===== config.mk =====
export PLATFORM = sky130hd
export DESIGN_NAME = vga_timing_gen
export DESIGN_NICKNAME = d
export VERILOG_FILES = /design/src/rtl/vga_timing_pkg.sv /design/src/rtl/vga_pixel_clk_div.sv /design/src/rtl/vga_timing_gen.sv
export SDC_FILE = /design/constraint.sdc
export NUM_CORES = 1
export LEC_CHECK = 0
export BUFFER_PORTS_ARGS = -buffer_cell sky130_fd_sc_hd__buf_2
export CAP_MARGIN = 20
export CORE_MARGIN = 2
export CORE_UTILIZATION = 32
export DETAILED_ROUTE_END_ITERATION = 6
export PLACE_DENSITY = 0.56
export SLEW_MARGIN = 10
export SYNTH_ARGS = -nofsm -noshare
export SYNTH_HDL_FRONTEND = slang
export SYNTH_HIERARCHICAL = 1
export SYNTH_SLANG_ARGS = --single-unit

===== constraint.sdc =====
create_clock -name clk_i -period 3.2 [get_ports clk_i]
set_input_delay 0.48 -clock clk_i [delete_from_list [all_inputs] [get_ports clk_i]]
set_output_delay 0.48 -clock clk_i [all_outputs]
set_load 0.01 [all_outputs]

===== src/rtl/vga_timing_pkg.sv =====
// Shared 640x480@60 Hz raster constants for the timing generator and the pixel memory driver.
package vga_timing_pkg;

    localparam int unsigned CNT_W = 10;

    localparam int unsigned H_ACTIVE = 640;
    localparam int unsigned H_FP     = 16;
    localparam int unsigned H_SYNC   = 96;
    localparam int unsigned H_BP     = 48;
    localparam int unsigned V_ACTIVE = 480;
    localparam int unsigned V_FP     = 10;
    localparam int unsigned V_SYNC   = 2;
    localparam int unsigned V_BP     = 33;

    localparam int unsigned H_TOTAL = H_ACTIVE + H_FP + H_SYNC + H_BP;
    localparam int unsigned V_TOTAL = V_ACTIVE + V_FP + V_SYNC + V_BP;

    // Sync windows are half-open: [START, END).
    localparam int unsigned H_SYNC_START = H_ACTIVE + H_FP;
    localparam int unsigned H_SYNC_END   = H_SYNC_START + H_SYNC;
    localparam int unsigned V_SYNC_START = V_ACTIVE + V_FP;
    localparam int unsigned V_SYNC_END   = V_SYNC_START + V_SYNC;

endpackage


===== src/rtl/vga_pixel_clk_div.sv =====
// Divides clk into a one-cycle pixel strobe and a 50%-duty pixel clock for the DAC.
module vga_pixel_clk_div #(
    parameter int unsigned CLK_DIV = 2
) (
    input  logic clk_i,
    input  logic rst_i,
    output logic adv_o,
    output logic pix_en_o,
    output logic vga_clk_o
);

    localparam int unsigned CntW = $clog2(CLK_DIV);
    localparam logic [CntW-1:0] CntLast = CntW'(CLK_DIV - 1);
    localparam logic [CntW-1:0] CntHalf = CntW'(CLK_DIV / 2);

    logic [CntW-1:0] div_cnt_q, div_cnt_d;
    logic            pix_en_q, vga_clk_q;

    // adv_o marks the edge on which the raster counters and pix_en update together.
    assign adv_o = (div_cnt_q == CntLast);

    always_comb begin
        div_cnt_d = adv_o ? '0 : div_cnt_q + 1'b1;
    end

    always_ff @(posedge clk_i or posedge rst_i) begin
        if (rst_i) begin
            div_cnt_q <= '0;
            pix_en_q  <= 1'b0;
            vga_clk_q <= 1'b0;
        end else begin
            div_cnt_q <= div_cnt_d;
            pix_en_q  <= adv_o;
            vga_clk_q <= (div_cnt_d >= CntHalf);
        end
    end

    assign pix_en_o  = pix_en_q;
    assign vga_clk_o = vga_clk_q;

endmodule


===== src/rtl/vga_timing_gen.sv =====
// VGA raster timing: x/y counters with registered sync, blank and frame-tick decodes.
module vga_timing_gen
    import vga_timing_pkg::CNT_W;
#(
    parameter int unsigned H_ACTIVE = vga_timing_pkg::H_ACTIVE,
    parameter int unsigned H_FP     = vga_timing_pkg::H_FP,
    parameter int unsigned H_SYNC   = vga_timing_pkg::H_SYNC,
    parameter int unsigned H_BP     = vga_timing_pkg::H_BP,
    parameter int unsigned V_ACTIVE = vga_timing_pkg::V_ACTIVE,
    parameter int unsigned V_FP     = vga_timing_pkg::V_FP,
    parameter int unsigned V_SYNC   = vga_timing_pkg::V_SYNC,
    parameter int unsigned V_BP     = vga_timing_pkg::V_BP,
    parameter int unsigned CLK_DIV  = 2
) (
    input  logic             clk_i,
    input  logic             rst_i,
    output logic [CNT_W-1:0] x_o,
    output logic [CNT_W-1:0] y_o,
    output logic             active_pixels_o,
    output logic             vga_hs_o,
    output logic             vga_vs_o,
    output logic             vga_blank_n_o,
    output logic             vga_sync_n_o,
    output logic             vga_clk_o,
    output logic             pix_en_o,
    output logic             frame_tick_o
);

    localparam int unsigned HTotal = H_ACTIVE + H_FP + H_SYNC + H_BP;
    localparam int unsigned VTotal = V_ACTIVE + V_FP + V_SYNC + V_BP;

    localparam logic [CNT_W-1:0] XLast   = CNT_W'(HTotal - 1);
    localparam logic [CNT_W-1:0] YLast   = CNT_W'(VTotal - 1);
    localparam logic [CNT_W-1:0] XAct    = CNT_W'(H_ACTIVE);
    localparam logic [CNT_W-1:0] YAct    = CNT_W'(V_ACTIVE);
    localparam logic [CNT_W-1:0] YFrame  = CNT_W'(V_ACTIVE - 1);
    localparam logic [CNT_W-1:0] HsStart = CNT_W'(H_ACTIVE + H_FP);
    localparam logic [CNT_W-1:0] HsEnd   = CNT_W'(H_ACTIVE + H_FP + H_SYNC);
    localparam logic [CNT_W-1:0] VsStart = CNT_W'(V_ACTIVE + V_FP);
    localparam logic [CNT_W-1:0] VsEnd   = CNT_W'(V_ACTIVE + V_FP + V_SYNC);

    logic             adv;
    logic [CNT_W-1:0] x_q, x_d, y_q, y_d;
    logic             active_q, active_d;
    logic             hs_n_q, hs_n_d;
    logic             vs_n_q, vs_n_d;
    logic             frame_tick_q, frame_tick_d;

    vga_pixel_clk_div #(
        .CLK_DIV (CLK_DIV)
    ) u_pixel_clk_div (
        .clk_i     (clk_i),
        .rst_i     (rst_i),
        .adv_o     (adv),
        .pix_en_o  (pix_en_o),
        .vga_clk_o (vga_clk_o)
    );

    // Decodes use the next counter values so every output lines up with the registered x/y.
    always_comb begin
        x_d          = x_q;
        y_d          = y_q;
        frame_tick_d = 1'b0;
        if (adv) begin
            if (x_q == XLast) begin
                x_d          = '0;
                y_d          = (y_q == YLast) ? '0 : y_q + 1'b1;
                frame_tick_d = (y_q == YFrame);
            end else begin
                x_d = x_q + 1'b1;
            end
        end
        active_d = (x_d < XAct) && (y_d < YAct);
        hs_n_d   = !((x_d >= HsStart) && (x_d < HsEnd));
        vs_n_d   = !((y_d >= VsStart) && (y_d < VsEnd));
    end

    // Reset parks the raster on the last pixel of a frame so all decodes stay consistent.
    always_ff @(posedge clk_i or posedge rst_i) begin
        if (rst_i) begin
            x_q          <= XLast;
            y_q          <= YLast;
            active_q     <= 1'b0;
            hs_n_q       <= 1'b1;
            vs_n_q       <= 1'b1;
            frame_tick_q <= 1'b0;
        end else begin
            x_q          <= x_d;
            y_q          <= y_d;
            active_q     <= active_d;
            hs_n_q       <= hs_n_d;
            vs_n_q       <= vs_n_d;
            frame_tick_q <= frame_tick_d;
        end
    end

    assign x_o             = x_q;
    assign y_o             = y_q;
    assign active_pixels_o = active_q;
    assign vga_blank_n_o   = active_q;
    assign vga_hs_o        = hs_n_q;
    assign vga_vs_o        = vs_n_q;
    assign vga_sync_n_o    = 1'b0;
    assign frame_tick_o    = frame_tick_q;

endmodule

==> impl_metrics.env <==
export IMPL_intPower_uw=418.8
export IMPL_async_reset_ff_share_pct=100.0
export IMPL_cpPeakStageDelay_ps=720
export IMPL_synthTopCellsByArea="dfrtp_1 (25%), dfstp_2 (23%), nand2_1 (4.8%)"
export IMPL_firstDrtPassIters=4
export IMPL_peakVddDrop_mv=0.1637
export IMPL_finalSetupViolCount=0
export IMPL_syn_nets=156
export IMPL_timing_rr_end="active_pixels_o"
export IMPL_hold_violations=0
export IMPL_p_sw_uw=108.1
export IMPL_slew_violations=0
export IMPL_worst_slew_pin_slew_ps=884.5
export IMPL_cts_setup_buffers=0
export IMPL_syn2layout_area_growth_pct=15.36
export IMPL_avgSynthCellArea_um2=9.280
export IMPL_hold_buffers=0
export IMPL_via_per_inst=4.877
export IMPL_worst_setup_path_start_kind="flip-flop"
export IMPL_clkLatencyLatePin_ps=270
export IMPL_critPathRequiredTime_ps=3390
export IMPL_cts_root_buf="clkbuf_8"
export IMPL_crit_chain="ha_1, nand3_1, or4_1, nor3_4, xor2_2, and3_1, a211oi_1"
export IMPL_power_frac_clock_pct=36.1
export IMPL_fin_worst_skew_ps=7.507
export IMPL_clk_path_buf_depth=2
export IMPL_yosysMostFrequentCell="nand2_1"
export IMPL_drt_iter0_drc=73
export IMPL_crit_arrival_ps=2610
export IMPL_drt_wl_total_um=2771
export IMPL_ys_warn_count=6
export IMPL_grt_pass1_wl_um=4664
export IMPL_yosysTopAreaCellShare_pct=25.00
export IMPL_nNetsFinal=182
export IMPL_path_class="flip-flop to flip-flop"
export IMPL_register_area_um2=665.6
export IMPL_core_um2=4294
export IMPL_reg2reg_depth=7
export IMPL_synth_area_um2=1401
export IMPL_gr_total_overflow=0
export IMPL_end_kind="flip-flop"
export IMPL_synth_ff_type="dfrtp_1"
export IMPL_final_layout_size_suffix_gt1_share_pct=28.98
export IMPL_switching_share_pct=20.52
export IMPL_track_usage_pct=11.90
export IMPL_yosysSeqAreaShare_pct=47.50
export IMPL_setup_tns_ps=0
export IMPL_antenna_found_initial=0
export IMPL_placed_area_um2=1572
export IMPL_cts_sinks=26
export IMPL_htreeDepth=1
export IMPL_ioPinCount=30
export IMPL_die_height_um=70.18
export IMPL_synth_edf_count=0
export IMPL_ant_nets=0
export IMPL_row_count=24
export IMPL_route_vias_total=1112
export IMPL_fp_dieArea_um2=4925
export IMPL_seq_power_share_pct=62.5
export IMPL_finalInstanceArea_um2=1617
export IMPL_diodes=0
export IMPL_ys_types=36
export IMPL_remaining_drc_errors=0
export IMPL_r2r_start="x_o[0]"
export IMPL_fin_crit_ps=2427
export IMPL_max_cap_viol_count=0
export IMPL_post_dp_hpwl_um=2101
export IMPL_outcome="complete, no violations"
export IMPL_synthTopCellsByCount="nand2_1 (18), dfrtp_1 (14), dfstp_2 (12), inv_1 (11)"
export IMPL_cts_repair_resized=0
export IMPL_cts_tree="built"
export IMPL_rsz0062_at_grt="no"
export IMPL_syn_inst=151
export IMPL_synth_seq_cells=26
export IMPL_grt_start_max_net_pins=25
export IMPL_n_fill_cell=467
export IMPL_numCtsBuffers=3
export IMPL_leakagePower_uw=0.0007795
export IMPL_grt_pass1_vias=979
export IMPL_critPathMaxFanout=7
export IMPL_place_congestion=0.8218
export IMPL_drt_wirelength_per_cell_um=12.15
export IMPL_die_w_um=70.18
export IMPL_yosys_area_top_type="dfrtp_1"
export IMPL_start_util_pct=32.63
export IMPL_pwr_share_comb_pct=1.4
export IMPL_multi_input_area_um2=651.9
export IMPL_power_density_nw_per_um2=325.9
export IMPL_rrSetupSlack_ps=770
export IMPL_path_clk_slew_ps=90
export IMPL_hold_path_class="input port to asynchronous set/reset pin"
export IMPL_slew_headroom_pct=40.97
export IMPL_slowest_stage="or4_1"
export IMPL_portBuffers=28
export IMPL_finalCritPeriodShare_pct=75.83
export IMPL_fmax_ghz=0.4121
## worst max-delay path: cells and delay by family (launching register included)
kind / cells / cell delay (ps)
and+or+nand+nor: 4 / 1320
DFF: 1 / 560
adders and majority gates: 1 / 190
AOI/OAI and AO/OA: 1 / 190
xor gates and xnor gates: 1 / 90
## per-layer routing
metal	GRT usage (%)	wire, µm	vias up
met2	18.20	1252	24
met3	1.732	75	6
li1	-	-	559
met5	0	0	-
met4	4.915	57	0
met1	16.87	1385	523
## logic make-up (layout without fill, tap and decap cells)
| kind of cell | after synthesis | after routing | share of synthesized area (%) |
|---|---|---|---|
| and+or+nand+nor | 71 | 71 | 27.59 |
| DFF | 26 | 26 | 47.50 |
| buffers and inverters | 19 | 44 | 5.981 |
| AOI/OAI and AO/OA | 18 | 18 | 7.232 |
| xor gates and xnor gates | 12 | 12 | 8.036 |
| adders and majority gates | 3 | 3 | 2.679 |
| other | 1 | 1 | 0.2676 |
| muxes | 1 | 1 | 0.7143 |
## state kept, by name (all words and copies together), names as in the netlist
name and flops:
x_o 10, u_pixel_clk_div/adv_o 1, vga_vs_o 1, active_pixels_o 1
u_pixel_clk_div/pix_en_o 1, y_o 10, vga_hs_o 1, frame_tick_o 1
## power by group through the flow
stage / Clock, µW / Sequential [µW] / Combinational (µW)
2_1_floorplan: 0 / 335 / 6.28
3_3_place_gp: 0 / 335 / 7.82
3_5_place_dp: 0 / 335 / 8.02
4_1_cts: 199 / 329 / 7.88
5_1_grt: 213 / 329 / 9.29
6_report: 190 / 329 / 7.33
## metrics by stage
step / hold WS [ps] / util [%] / instances / total power, µW / setup WS [ps]
2_1_floorplan: 221.2 / - / 151 / 341.2 / 903.5
3_3_place_gp: 339.2 / 36.60 / 224 / 342.8 / 829.7
3_5_place_dp: 341.5 / 36.60 / 224 / 343.0 / 782.8
4_1_cts: 46.61 / 37.65 / 228 / 536.0 / 756.2
5_1_grt: 57.25 / 37.65 / 228 / 551.5 / 554.0
6_report: 54.53 / 37.65 / 228 / 526.9 / 773.4
## area by class of cell
class / instances / share of cell area, %
repair buffers: 29 / 9.133
clock buffers: 4 / 2.786
well taps: 52 / 4.025
inverters: 11 / 2.554
flip-flops and latches: 26 / 41.18
multi-input cells: 106 / 40.33
## cell usage in the layout (no fill, tap or decap), types with 3 or more instances in the layout
cell and n:
and3_1 3, o21ai_0 10, a21oi_1 3, nor2b_1 3, dfstp_2 12, buf_2 28
inv_1 11, nor2_1 10, clkbuf_8 3, xor2_1 5, ha_1 3, nand2b_1 3
nand4_1 5, nor4_1 3, nor3_1 5, dfrtp_1 14, nand2_1 18, nand3_1 9
xnor2_1 6
## how the worst max path moves through the flow
stage / start / end / depth (start not counted)
final: x_o[0] / active_pixels_o / 7
after global routing: x_o[0] / active_pixels_o / 8
after global placement: x_o[0] / active_pixels_o / 7
after detailed placement: x_o[0] / active_pixels_o / 7
after floorplan: x_o[0] / active_pixels_o / 8
after CTS: x_o[0] / active_pixels_o / 7
(Power assumes the default switching activity.)
